--- config.mk ---
export PLATFORM = sky130hd
export DESIGN_NAME = ac_sweep_sequencer
export DESIGN_NICKNAME = d
export VERILOG_FILES = /design/src/rtl/ac_sweep_pkg.sv /design/src/rtl/sweep_settle_timer.sv /design/src/rtl/ac_sweep_sequencer.sv
export SDC_FILE = /design/constraint.sdc
export NUM_CORES = 1
export LEC_CHECK = 0
export CAP_MARGIN = 10
export CORE_ASPECT_RATIO = 1.75
export CORE_MARGIN = 3
export CORE_UTILIZATION = 49
export DETAILED_ROUTE_END_ITERATION = 8
export GPL_TIMING_DRIVEN = 1
export PLACE_DENSITY_LB_ADDON = 0.08
export RECOVER_POWER = 25
export SYNTH_ARGS = -nofsm -noshare
export SYNTH_HDL_FRONTEND = slang
export SYNTH_SLANG_ARGS = --single-unit
--- constraint.sdc ---
create_clock -name clk -period 3.8 [get_ports clk]
set_input_delay 0.76 -clock clk [delete_from_list [all_inputs] [get_ports clk]]
set_output_delay 0.76 -clock clk [all_outputs]
set_load 0.01 [all_outputs]
--- src/rtl/ac_sweep_pkg.sv ---
// Purpose: shared state encoding and default widths for the AC sweep sequencer.
// Latency: n/a (definitions only).
// Backpressure: n/a.
package ac_sweep_pkg;

    localparam int AC_FW = 24;  // frequency word width
    localparam int AC_NW = 10;  // point count / index width
    localparam int AC_SW = 16;  // settle counter width
    localparam int AC_DW = 32;  // measurement width

    typedef enum logic [2:0] {
        S_IDLE    = 3'd0,
        S_LOAD    = 3'd1,
        S_SETTLE  = 3'd2,
        S_MEASURE = 3'd3,
        S_OUTPUT  = 3'd4,
        S_DONE    = 3'd5
    } sweep_state_e;

endpackage

--- src/rtl/sweep_settle_timer.sv ---
// Purpose: loadable down-counter with a zero flag, timing the post-load settle window.
// Latency: count visible the cycle after load; zero is combinational from the count.
// Backpressure: none; decrement saturates at zero.
module sweep_settle_timer
    import ac_sweep_pkg::*;
#(
    parameter int SW = AC_SW
) (
    input  logic          clk,
    input  logic          rst_n,
    input  logic          load,
    input  logic [SW-1:0] load_val,
    input  logic          dec,
    output logic          zero
);

    logic [SW-1:0] cnt_q;
    logic [SW-1:0] cnt_d;

    // Load wins over decrement; the count never wraps below zero.
    always_comb begin
        cnt_d = cnt_q;
        if (load) begin
            cnt_d = load_val;
        end else if (dec && (cnt_q != '0)) begin
            cnt_d = cnt_q - SW'(1);
        end
    end

    // Counter register.
    always_ff @(posedge clk or negedge rst_n) begin
        if (!rst_n) begin
            cnt_q <= '0;
        end else begin
            cnt_q <= cnt_d;
        end
    end

    assign zero = (cnt_q == '0);

endmodule

--- src/rtl/ac_sweep_sequencer.sv ---
// Purpose: steps an AC source through n_points frequencies, settles, measures, and streams results.
// Latency: per point 1 LOAD + (settle_cycles+1) SETTLE + >=2 MEASURE + >=1 OUTPUT cycles.
// Backpressure: res_valid holds with stable index/data until res_ready; the sweep stalls meanwhile.
module ac_sweep_sequencer
    import ac_sweep_pkg::*;
#(
    parameter int FW = AC_FW,
    parameter int NW = AC_NW,
    parameter int SW = AC_SW,
    parameter int DW = AC_DW
) (
    input  logic          clk,
    input  logic          rst_n,
    input  logic          start,
    input  logic          abort,
    input  logic [FW-1:0] f_start,
    input  logic [FW-1:0] f_step,
    input  logic [NW-1:0] n_points,
    input  logic [SW-1:0] settle_cycles,
    output logic [FW-1:0] freq_out,
    output logic          freq_load,
    output logic          meas_start,
    input  logic          meas_done,
    input  logic [DW-1:0] meas_data,
    output logic          res_valid,
    input  logic          res_ready,
    output logic [NW-1:0] res_index,
    output logic [DW-1:0] res_data,
    output logic          busy,
    output logic          done
);

    sweep_state_e  state_q, state_d;
    logic [FW-1:0] freq_q, freq_d;
    logic [FW-1:0] step_q, step_d;
    logic [NW-1:0] npts_q, npts_d;
    logic [SW-1:0] settle_q, settle_d;
    logic [NW-1:0] index_q, index_d;
    logic [DW-1:0] res_data_q, res_data_d;
    logic          meas_first_q, meas_first_d;  // marks the trigger cycle of MEASURE
    logic          zero_done_q, zero_done_d;    // done pulse for an empty sweep
    logic          tmr_load;
    logic          tmr_dec;
    logic          tmr_zero;
    logic          last_pt;

    sweep_settle_timer #(
        .SW (SW)
    ) u_settle_timer (
        .clk      (clk),
        .rst_n    (rst_n),
        .load     (tmr_load),
        .load_val (settle_q),
        .dec      (tmr_dec),
        .zero     (tmr_zero)
    );

    assign last_pt = (index_q == (npts_q - NW'(1)));

    // Next-state and datapath updates; abort pre-empts every other event.
    always_comb begin
        state_d      = state_q;
        freq_d       = freq_q;
        step_d       = step_q;
        npts_d       = npts_q;
        settle_d     = settle_q;
        index_d      = index_q;
        res_data_d   = res_data_q;
        meas_first_d = 1'b0;
        zero_done_d  = 1'b0;
        tmr_load     = 1'b0;
        tmr_dec      = 1'b0;

        if (abort && (state_q != S_IDLE)) begin
            state_d = S_IDLE;
        end else begin
            case (state_q)
                S_IDLE: begin
                    if (start) begin
                        if (n_points != '0) begin
                            step_d   = f_step;
                            npts_d   = n_points;
                            settle_d = settle_cycles;
                            index_d  = '0;
                            freq_d   = f_start;
                            state_d  = S_LOAD;
                        end else begin
                            zero_done_d = 1'b1;
                        end
                    end
                end
                S_LOAD: begin
                    tmr_load = 1'b1;
                    state_d  = S_SETTLE;
                end
                S_SETTLE: begin
                    if (tmr_zero) begin
                        meas_first_d = 1'b1;
                        state_d      = S_MEASURE;
                    end else begin
                        tmr_dec = 1'b1;
                    end
                end
                S_MEASURE: begin
                    // A completion seen in the trigger cycle belongs to an earlier request.
                    if (!meas_first_q && meas_done) begin
                        res_data_d = meas_data;
                        state_d    = S_OUTPUT;
                    end
                end
                S_OUTPUT: begin
                    if (res_ready) begin
                        if (last_pt) begin
                            state_d = S_DONE;
                        end else begin
                            index_d = index_q + NW'(1);
                            freq_d  = freq_q + step_q;
                            state_d = S_LOAD;
                        end
                    end
                end
                S_DONE: begin
                    state_d = S_IDLE;
                end
                default: begin
                    state_d = S_IDLE;
                end
            endcase
        end
    end

    // State and datapath registers.
    always_ff @(posedge clk or negedge rst_n) begin
        if (!rst_n) begin
            state_q      <= S_IDLE;
            freq_q       <= '0;
            step_q       <= '0;
            npts_q       <= '0;
            settle_q     <= '0;
            index_q      <= '0;
            res_data_q   <= '0;
            meas_first_q <= 1'b0;
            zero_done_q  <= 1'b0;
        end else begin
            state_q      <= state_d;
            freq_q       <= freq_d;
            step_q       <= step_d;
            npts_q       <= npts_d;
            settle_q     <= settle_d;
            index_q      <= index_d;
            res_data_q   <= res_data_d;
            meas_first_q <= meas_first_d;
            zero_done_q  <= zero_done_d;
        end
    end

    assign freq_out   = freq_q;
    assign freq_load  = (state_q == S_LOAD);
    assign meas_start = (state_q == S_MEASURE) && meas_first_q;
    assign res_valid  = (state_q == S_OUTPUT);
    assign res_index  = index_q;
    assign res_data   = res_data_q;
    assign busy       = (state_q != S_IDLE);
    assign done       = (state_q == S_DONE) || zero_done_q;

endmodule

-- Yosys cells after proc, flatten, opt, wreduce, memory -nomap -nowiden
Index checks and enable logic that the tools add are counted.
Widths: inputs -> output; s select.
- $add $sub $neg: 4
- equal/unequal tests: 15
- multiplexer cells: 32
- bitwise gates (word level): 1
- reductions and logical operators: 17
- operators with widths (cell ; number):
    $mux 24 ; 4
    $pmux 24 s2 ; 1
    $mux 10 ; 4
    $mux 16 ; 2
    $add 24x24->24 ; 1
    $mux 3 ; 7
    $pmux 10 s2 ; 1
    $logic_not 16->1 ; 1
    $reduce_bool 16->1 ; 1
    $sub 16x1->16 const B ; 1
    $pmux 3 s5 ; 1
    $mux 1 ; 12
    $ne 3x3->1 const B ; 4
    $add 10x1->10 const B ; 1
    $eq 10x10->1 ; 1
    $reduce_bool 10->1 ; 1
    $sub 10x1->10 const B ; 1
    $eq 3x2->1 const B ; 2
    $eq 3x3->1 const B ; 2
    $ne 2x2->1 const B ; 3
    $reduce_and 6->1 ; 1
    $reduce_and 5->1 ; 1
    $logic_and 1x1->1 ; 4
    $reduce_and 4->1 ; 1
    10 further kinds ; 11
- register bits after elaboration: 137
- bits of input ports: 112
- output and inout port bits: 71
- logic and storage cells: 79

-- Logic depth before layout (Yosys ltp)
Gate-level depths: netlist of run 1.
- depth in word-level cells: 7
- gate-level depth with buffers: 10
- mapped depth without buffers: 9

-- Cells and area by module
Synthesis of run 1 repeated with hierarchy kept, for this count alone.
- cell total of the unflattened synthesis: 827
- area total of the unflattened synthesis: 7536.0 µm²
- by module, submodules not included (module ; times used ; cells each ; area an instance (µm²) ; seq. area each (µm²)):
    ac_sweep_sequencer ; 1 ; 704 ; 6491.2 ; 3027.9
    sweep_settle_timer ; 1 ; 123 ; 1044.8 ; 400.4

-- Worst setup path after synthesis of run 1
Ideal clock, no wire load.
- kind: register -> register
- start: register freq_q[0] (netlist: freq_out[0])
- end: register freq_q[20] (netlist: freq_out[20])
- setup time: 136 ps
- data arrival time: 2621 ps
- required time: 3664 ps
- setup slack: 1042 ps
- cell stages (with the launch flop): 10
- buffers on the path: 0
- clock period less this slack: 2758 ps
- cell sequence: dfrtp_1 ha_1 fa_1 a21oi_1 o22ai_1 a2111oi_0 o21bai_1 a31o_2 a2111oi_0 o21ai_0
- word-level cells in the longest chain between the ends: 4
- ends and longest elaborated chain (item ; line ; text):
    start, declared ; ac_sweep_sequencer.sv:34 ; logic [FW-1:0] freq_q, freq_d;
    start signal, assigned ; ac_sweep_sequencer.sv:146 ; freq_q <= freq_d;
    $add 24x24->24 ; ac_sweep_sequencer.sv:117 ; freq_d = freq_q + step_q;
    $mux 24 ; ac_sweep_sequencer.sv:113 ; if (last_pt) begin
    $mux 24 ; ac_sweep_sequencer.sv:112 ; if (res_ready) begin
    $pmux 24 s2 ; ac_sweep_sequencer.sv:77 ; case (state_q)
No other way between the ends. The select of a mux whose other input is x is not followed.
A chain may end at the register's enable or synchronous reset.

-- Worst setup path in the final report of run 1
Same ends and word-level chain as after synthesis.

==> results_dict.tcl, run 1 <==
set metrics [dict create \
    grt_pass1_wl_um 33200 \
    postSynthCellCount 824 \
    grt_pass1_vias 6850 \
    die_h_um 170 \
    startpoint_type "register" \
    die-area_sq_mm 0.0169 \
    critPathCaptureType "register" \
    fmax_ghz 0.300 \
    hold_viol_final 0 \
    grt_overflow 0 \
    place_area_sq_mm 0.00951 \
    ys_types 63 \
    drv_slew 82 \
    slew_headroom -0.398 \
    viasPerCell 5.62 \
    cts_hold_buf 0 \
    pre_cts_slack_ns 0.608 \
    coreArea_sq_mm 0.0149 \
    worstPathMaxFanout 7 \
    period_share 0.877 \
    yosysWarnings 0 \
    path_class "register to register" \
    final_layout_size_suffix_gt1_frac 0.0924 \
    finalNetCount 1143 \
    syn-num-nets 963 \
    pwr-share-clk 0.203 \
    p_leak_nw 4.52 \
    stdcell_area_sq_mm 0.0101 \
    power.density_mw_per_mm2 850 \
    setup_viol 0 \
    critPathRequiredTime_ns 4.08 \
    cts_buffer_depth 2 \
    die_w_um 99.4 \
    portBuffers 182 \
    io_pins 183 \
    cts.sinks 137 \
    cts_tree "done" \
    cap_violations 1 \
    tightest_slew_ns 2.10 \
    synth-seq-area-share 0.458 \
    initial_core_util 0.502 \
    seqPwrFrac 0.303 \
    setup-tns-final_ns 0 \
    route.vias.total 6743 \
    violations "capacitance limit, slew limit" \
    ys.flop_type "dfrtp_1" \
    cts_root_buffer "clkbuf_16" \
    antenna-diode-count 0 \
    numCtsBuffers 17 \
    htreeDepth 4 \
    finalWorstSetupSlack_ns 0.466 \
    rsz0062_at_grt "no" \
    drc 0 \
    synth_edf_count 0 \
    cp.arrival_ns 3.62 \
    clk_pin_slew_ns 0.06 \
    grt_use_total 0.247 \
    fp-row-count 59 \
    switchingPower_mw 3.45 \
    clk_latency_ns 0.42 \
    synth_area_sq_mm 0.00749 \
    ctsResizeCount 0 \
    grt_max_degree 82 \
    postRouteAntennaNets 0 \
    postSynthAreaPerCell_sq_um 9.09 \
    status "finished with violations" \
    routabilityCongestion 0.884 \
    finClkSkew_ns 0.0136 \
    antenna_found_initial 0 \
    finalCriticalPeriod_ns 3.33 \
    switching_share 0.402 \
    ir_drop_mv 0.510 \
    drt_iter0_markers 311 \
    synth-async-reset-ratio 1.00 \
    layout.filler_cells 1271 \
    p_int_mw 5.14 \
    dr.pass1.iters 4 \
    hold_path.class "register to register" \
    hpwl_um 14900 \
    combPwrFrac 0.495 \
    ys_ff_latch 137 \
    routed_wl_um 20600 \
    post_cts_buffers 0 \
    wl_per_cell_um 17.1 \
    area_delta_synth_final_pct 35.0 \
]
[cell type report]
| class | instances | area [sq um] | share of cell area |
|---|---|---|---|
| repair buffers | 194 | 1920 | 0.189 |
| multi-input cells | 635 | 3850 | 0.381 |
| inverters | 19 | 71.3 | 0.00705 |
| well taps | 183 | 229 | 0.0226 |
| clock inverters | 14 | 186 | 0.0184 |
| flip-flops and latches | 137 | 3430 | 0.339 |
| clock buffers | 18 | 429 | 0.0424 |
[cell families (layout without fill, tap and decap cells)]
logic type | count (synthesis) | count (layout) | share of synthesized area
fa+ha+maj | 27 | 27 | 0.0461
simple gates | 373 | 373 | 0.221
flops | 137 | 137 | 0.458
xor+xnor | 34 | 34 | 0.0398
mux | 40 | 40 | 0.0588
buf+inv | 52 | 245 | 0.0301
compound gates | 161 | 161 | 0.147
[registers in the layout, summed over array words and instances (netlist names), 3 cells and up]
register	cells
settle_q	16
res_index	10
res_data	32
freq_out	24
state_q	3
step_q	24
u_settle_timer.cnt_q	16
npts_q	10
[Yosys cell counts, drive strengths merged (3+ instances only)]
library cell	count	area share
o2111ai	4	0.0047
or2	4	0.0033
nand4	7	0.0058
nor2	61	0.031
xor2	17	0.020
nor4	7	0.0079
a2111oi	9	0.011
mux2i	8	0.011
nand2	209	0.11
o21a	4	0.0040
o21ai	41	0.027
nand3b	5	0.0050
ha	26	0.043
or3	8	0.0067
and2	7	0.0058
or4	3	0.0035
a31o	3	0.0035
nand3	19	0.013
a21oi	29	0.021
clkbuf	26	0.013
inv	19	0.0095
a41oi	3	0.0035
a221o	4	0.0053
o211ai	3	0.0030
a21o	14	0.014
buf	7	0.0075
a31oi	15	0.013
and3	6	0.0050
mux2	32	0.048
xnor2	17	0.020
a211oi	11	0.011
nor3	24	0.017
dfrtp	137	0.46
a211o	3	0.0035
nor2b	4	0.0033
nor3b	4	0.0040
o21bai	4	0.0040
[per-stage QoR]
stage                     std cells   util  power [mW]  hold slack (ns)
final                          1200  0.678        8.59            0.476
after global routing           1200  0.678        9.23            0.503
after CTS                      1200  0.679        8.64            0.420
after detailed placement       1168  0.637        6.84            0.463
after global placement         1168  0.637        6.77            0.460
after floorplan                 824      -        5.30            0.439
[per-layer routing]
metal / share of wire / global-route usage / vias to the layer above
met1: 0.39 / 0.275 / 3280
met5: 0 / 0 / -
met3: 0.035 / 0.0502 / 40
li1: - / - / 3254
met4: 0.031 / 0.106 / 0
met2: 0.55 / 0.449 / 169
[path summary, 6_finish.rpt]
check | startpoint | cells after the start | slack [ns] | end
setup / recovery | freq_out[0]$_DFFE_PN0P_ | 9 | 0.47 | freq_out[20]$_DFFE_PN0P_
hold / removal | step_q[8]$_DFFE_PN0P_ | 2 | 0.48 | step_q[8]$_DFFE_PN0P_
setup reg to reg | freq_out[0]$_DFFE_PN0P_ | 9 | 0.47 | freq_out[20]$_DFFE_PN0P_
hold reg to reg | step_q[8]$_DFFE_PN0P_ | 2 | 0.48 | step_q[8]$_DFFE_PN0P_
max in group asynchronous | rst_n | 2 | 1.15 | step_q[23]$_DFFE_PN0P_
min in group asynchronous | rst_n | 1 | 0.91 | npts_q[8]$_DFFE_PN0P_
[critical path: stages (launching register included)]
cell,delay [ns]
dfrtp_1,0.40
ha_1,0.25
fa_1,0.42
a21oi_1,0.19
o22ai_1,0.17
a2111oi_0,0.61
o21bai_1,0.37
a31o_2,0.32
a2111oi_0,0.31
o21ai_0,0.15
[power groups by stage]
stage / Combinational (mW) / Clock, mW / Sequential (mW)
5_1_grt: 4.70 / 1.83 / 2.69
3_3_place_gp: 4.18 / 0 / 2.59
2_1_floorplan: 2.66 / 0 / 2.64
3_5_place_dp: 4.23 / 0 / 2.61
4_1_cts: 4.27 / 1.77 / 2.60
6_report: 4.25 / 1.74 / 2.60
[placed cells by master, fill, tap and decap left out, drive strengths merged, types with 5 or more instances in the layout]
master         instances
nand3b                 5
and2                   7
a211oi                11
clkbuf                20
a31oi                 15
mux2                  32
buf                   11
clkdlybuf4s50        181
nor3                  24
xor2                  17
a21o                  14
nand3                 19
or3                    8
nand4                  7
a2111oi                9
inv                   25
ha                    26
nor4                   7
dfrtp                137
and3                   6
a21oi                 29
xnor2                 17
o21ai                 41
nor2                  61
nand2                209
mux2i                  8
Note: power is estimated with default switching activity, not from simulation.
==> run 2: changes to the inputs <==
--- a/config.mk
+++ b/config.mk
@@ -8,7 +8,7 @@
 export CAP_MARGIN = 10
 export CORE_ASPECT_RATIO = 1.75
 export CORE_MARGIN = 3
-export CORE_UTILIZATION = 49
+export CORE_UTILIZATION = 50
 export DETAILED_ROUTE_END_ITERATION = 8
 export GPL_TIMING_DRIVEN = 1
 export PLACE_DENSITY_LB_ADDON = 0.08
==> run 2 against run 1 <==
The run still ends with capacitance limit, slew limit left. Final area up 0.12%. Worst setup slack improved by 0.19 ns. Count of clock-buffer cells in the layout stayed put. Worst hold slack about the same. Utilization grew 1.9 points. Power decreased by 0.25%. Combinational power barely moved. Via count decreased by 1.3%. Clock power is essentially flat. Clock skew decreased by 0.0020 ns. Flip-flop and latch count unchanged.
==> results_dict.tcl, run 2 (synthesis results as in run 1) <==
set metrics [dict create \
    status "finished with violations" \
    violations "capacitance limit, slew limit" \
    drt_iter0_markers 267 \
    grt_max_degree 67 \
    p_leak_nw 4.53 \
    final_layout_size_suffix_gt1_frac 0.0943 \
    critPathRequiredTime_ns 4.07 \
    antenna-diode-count 0 \
    grt_use_total 0.248 \
    slew_headroom -0.0838 \
    cap_violations 1 \
    critPathCaptureType "register" \
    instances_no_fill 1198 \
    setup_viol 0 \
    ir_drop_mv 0.476 \
    clk_pin_slew_ns 0.07 \
    cts_hold_buf 0 \
    worstReg2RegStart "freq_out[0]$_DFFE_PN0P_" \
    initial_core_util 0.516 \
    cp_slowest_cell "a2111oi_0" \
    die_h_um 168 \
    finalNetCount 1144 \
    min_from "settle_q[15]$_DFFE_PN0P_" \
    startpoint_type "register" \
    io_pins 183 \
    cp_common_cell "a2111oi_0" \
    finClkSkew_ns 0.0116 \
    grt_pass1_wl_um 33400 \
    crit_buf_inv 0 \
    area_delta_synth_final_pct 35.2 \
    fp-row-count 58 \
    htreeDepth 4 \
    cts.sinks 137 \
    cp.arrival_ns 3.42 \
    cts_tree "done" \
    post_cts_buffers 0 \
    whs_path_depth 2 \
    routabilityCongestion 0.862 \
    grt_pass1_vias 6841 \
    die-area_sq_mm 0.0165 \
    rsz0062_at_grt "no" \
    final_cell_mix "nand2_1 (208), clkdlybuf4s50_1 (181), dfrtp_1 (137), nor2_1 (60), o21ai_0 (39)" \
    fmax_ghz 0.318 \
    antenna_found_initial 0 \
    largest_register_ffs 32 \
    dp_cells 1166 \
    route.vias.total 6658 \
    path_class "register to register" \
    grt_overflow 0 \
    cts_root_buffer "clkbuf_16" \
    finalCriticalPeriod_ns 3.14 \
    period_share 0.827 \
    die_w_um 98.5 \
    drc 0 \
    worstSetupStartpoint "freq_out[0]$_DFFE_PN0P_" \
    worstRegToRegCells 9 \
    ctsResizeCount 0 \
    clk_latency_ns 0.41 \
    hold_path.class "register to register" \
    rr_endpoint "freq_out[20]$_DFFE_PN0P_" \
    hold_path_end "settle_q[15]$_DFFE_PN0P_" \
    path_cells "ha_1, fa_1, a21oi_1, o22ai_1, a2111oi_0, o21bai_1, a31o_2, a2111oi_0, o21ai_0" \
    final_common_cell "nand2_1" \
    wl_per_cell_um 16.9 \
    portBuffers 182 \
    numCtsBuffers 17 \
    r2r_setup_slack_ns 0.66 \
    viasPerCell 5.56 \
    setup-tns-final_ns 0 \
    dr.pass1.iters 4 \
    hold_viol_final 0 \
    power_mw 8.57 \
    hpwl_um 14700 \
    cts_buffer_depth 2 \
    postRouteAntennaNets 0 \
    worstPathMaxFanout 7 \
    tightest_slew_ns 1.63 \
    routed_wl_um 20200 \
    cpLargestDelayFamily "compound AO/OA/AOI/OAI gates" \
    power.density_mw_per_mm2 847 \
    drv_slew 67 \
    max_stage_delay_ns 0.51 \
    coreArea_sq_mm 0.0145 \
]
run 2: how the worst max path moves through the flow:
stage | to | slack, ns | cells after the start
final | freq_out[20]$_DFFE_PN0P_ | 0.66 | 9
after floorplan | freq_out[20]$_DFFE_PN0P_ | 1.04 | 9
after detailed placement | res_index[8]$_DFFE_PN0P_ | 0.61 | 8
after global routing | freq_out[20]$_DFFE_PN0P_ | 0.29 | 9
after global placement | res_index[8]$_DFFE_PN0P_ | 0.65 | 8
after CTS | freq_out[20]$_DFFE_PN0P_ | 0.63 | 9
run 2: metrics by stage:
stage,util,hold WS (ns),worst slack [ns],cell area (sq um)
2_1_floorplan,-,0.439,1.04,7490
3_3_place_gp,0.657,0.460,0.652,9530
3_5_place_dp,0.657,0.462,0.610,9530
4_1_cts,0.699,0.360,0.631,10100
5_1_grt,0.698,0.502,0.285,10100
6_report,0.698,0.476,0.657,10100
run 2: layout make-up:
type	instances	area, sq um
Tap cell	180	225
Inverter	19	71.3
Multi-Input combinational cell	635	3860
Timing Repair Buffer	195	1920
Sequential cell	137	3430
Clock buffer	18	429
Clock inverter	14	186
Fill cell	1198	4390
run 2: routing by layer:
metal	up-vias	wire length, um	global-route usage
met5	-	0	0
met2	174	11100	0.464
met3	28	692	0.0352
met4	0	371	0.0731
met1	3199	8020	0.289
li1	3257	-	-
run 2: tightest hold or removal path, cell delays in order (launching register included):
cell     delay (ns)
dfrtp_1        0.34
nand2_1        0.05
nand2_1        0.05
run 2: where the power goes:
part / switching (mW) / total, mW / internal, mW
clock network: 0.679 / 1.73 / 1.05
registers: 0.494 / 2.59 / 2.10
logic: 2.25 / 4.24 / 2.00
total: 3.42 / 8.57 / 5.15
==> run 3: changes to the inputs <==
==> constraint.sdc (replaced) <==
create_clock -name clk -period 2.96 [get_ports clk]
set_input_delay 0.592 -clock clk [delete_from_list [all_inputs] [get_ports clk]]
set_output_delay 0.592 -clock clk [all_outputs]
set_load 0.01 [all_outputs]
==> run 3 against run 2 <==
The flow now finishes without violations. Combinational power is 37% higher. Largest power group unchanged. Die area did not move. Utilization is 1.4 points higher. Via count up 2.2%. Critical endpoint unchanged. Sequential power grew 28%. Count of clock-buffer cells in the layout did not move. Clock power increased by 24%.
==> results_dict.tcl, run 3 (synthesis results as in run 1) <==
set metrics [dict create \
    grt_overflow 0 \
    cts_buffer_depth 2 \
    status "complete, no violations" \
    power.density_mw_per_mm2 1090 \
    antenna_found_initial 0 \
    final_layout_size_suffix_gt1_frac 0.115 \
    final_cell_mix "nand2_1 (208), clkdlybuf4s50_1 (181), dfrtp_1 (137), nor2_1 (60), o21ai_0 (39)" \
    p_leak_nw 4.63 \
    pre_cts_slack_ns -0.0726 \
    hold_path.class "input pin to async pin" \
    grt_pass1_wl_um 34000 \
    hpwl_um 15400 \
    hold_viol_final 0 \
    max_stage_delay_ns 0.41 \
    area_delta_synth_final_pct 37.9 \
    cts_root_buffer "clkbuf_16" \
    die-area_sq_mm 0.0165 \
    postRouteAntennaNets 0 \
    coreArea_sq_mm 0.0145 \
    crit_buf_inv 1 \
    period_share 0.956 \
    io_pins 183 \
    finalNetCount 1166 \
    grt_pass1_vias 6824 \
    path_cells "ha_1, fa_1, a21oi_2, o22ai_1, a2111oi_2, buf_4, o21bai_1, a31o_2, a2111oi_1, o21ai_0" \
    route.vias.total 6804 \
    cap_violations 0 \
    cp_slowest_cell "fa_1" \
    path_class "register to register" \
    finClkSkew_ns 0.0121 \
    setup_viol 0 \
    grt_max_degree 60 \
    drv_slew 0 \
    largest_register_ffs 32 \
    critPathRequiredTime_ns 3.24 \
    numCtsBuffers 17 \
    htreeDepth 4 \
    cp.arrival_ns 3.11 \
    die_w_um 98.5 \
    finalWorstSetupSlack_ns 0.129 \
    routabilityCongestion 0.902 \
    antenna-diode-count 0 \
    cts_hold_buf 0 \
    fp-row-count 58 \
    cts_tree "done" \
    wl_per_cell_um 17.4 \
    final_common_cell "nand2_1" \
    startpoint_type "register" \
    slew_headroom 0.119 \
    viasPerCell 5.58 \
    die_h_um 168 \
    routed_wl_um 21200 \
    finalCriticalPeriod_ns 2.83 \
    clk_latency_ns 0.42 \
    worstPathMaxFanout 3 \
    drt_iter0_markers 294 \
    critPathCaptureType "register" \
    cpLargestDelayFamily "compound AO/OA/AOI/OAI gates" \
    portBuffers 182 \
    cts.sinks 137 \
    dr.pass1.iters 5 \
    setup-tns-final_ns 0 \
    grt_use_total 0.254 \
    initial_core_util 0.516 \
    fmax_ghz 0.353 \
    tightest_slew_ns 1.32 \
    drc 0 \
    stdcell_area_sq_mm 0.0103 \
    power_mw 11.3 \
    utilization 0.711 \
    place_area_sq_mm 0.00970 \
    ir_drop_mv 0.581 \
    clk_pin_slew_ns 0.06 \
]
run 3: worst paths after layout:
check | start | end | slack, ns | depth (start not counted)
setup / recovery | freq_out[0]$_DFFE_PN0P_ | freq_out[20]$_DFFE_PN0P_ | 0.13 | 10
min in group clk | settle_q[7]$_DFFE_PN0P_ | settle_q[7]$_DFFE_PN0P_ | 0.48 | 2
setup reg to reg | freq_out[0]$_DFFE_PN0P_ | freq_out[20]$_DFFE_PN0P_ | 0.13 | 10
max in group asynchronous | rst_n | step_q[16]$_DFFE_PN0P_ | 0.52 | 2
hold reg to reg | settle_q[7]$_DFFE_PN0P_ | settle_q[7]$_DFFE_PN0P_ | 0.48 | 2
hold / removal | rst_n | npts_q[7]$_DFFE_PN0P_ | 0.46 | 1
run 3: timing repair:
action | 4_1_cts | 5_1_grt
gates resized for setup | 0 | 5
endpoints found under the setup margin | 0 | 9
setup buffers | 0 | 1
hold endpoints to repair | 0 | 0
run 3: layout make-up:
type | count | area, sq um
well taps | 180 | 225
repair buffers | 216 | 2120
clock buffers | 18 | 429
inverters | 19 | 71.3
multi-input cells | 636 | 3880
clock inverters | 14 | 166
fillers | 1148 | 4190
flip-flops and latches | 137 | 3430
run 3: worst reg2reg max path, stage by stage (launching register included):
cell and delay [ns]:
dfrtp_1 0.38, ha_1 0.24, fa_1 0.41, a21oi_2 0.16, o22ai_1 0.14, a2111oi_2 0.32
buf_4 0.17, o21bai_1 0.13, a31o_2 0.27, a2111oi_1 0.34, o21ai_0 0.14
run 3: power breakdown:
part           switching, mW  leakage, nW  internal [mW]
combinational           3.03         2.66           2.79
sequential             0.618         1.70           2.70
clock                  0.892        0.273           1.26
run 3: per-stage QoR:
stage,std cells,hold WS (ns)
after floorplan,824,0.296
after global placement,1186,0.461
after detailed placement,1186,0.461
after CTS,1218,0.129
after global routing,1220,0.502
final,1220,0.457
run 3: layer usage:
metal	routed length (um)	GRT usage	part of all wire
met1	8250	0.293	0.39
met2	11700	0.470	0.55
met3	925	0.0460	0.044
met4	356	0.0785	0.017
met5	0	0	0
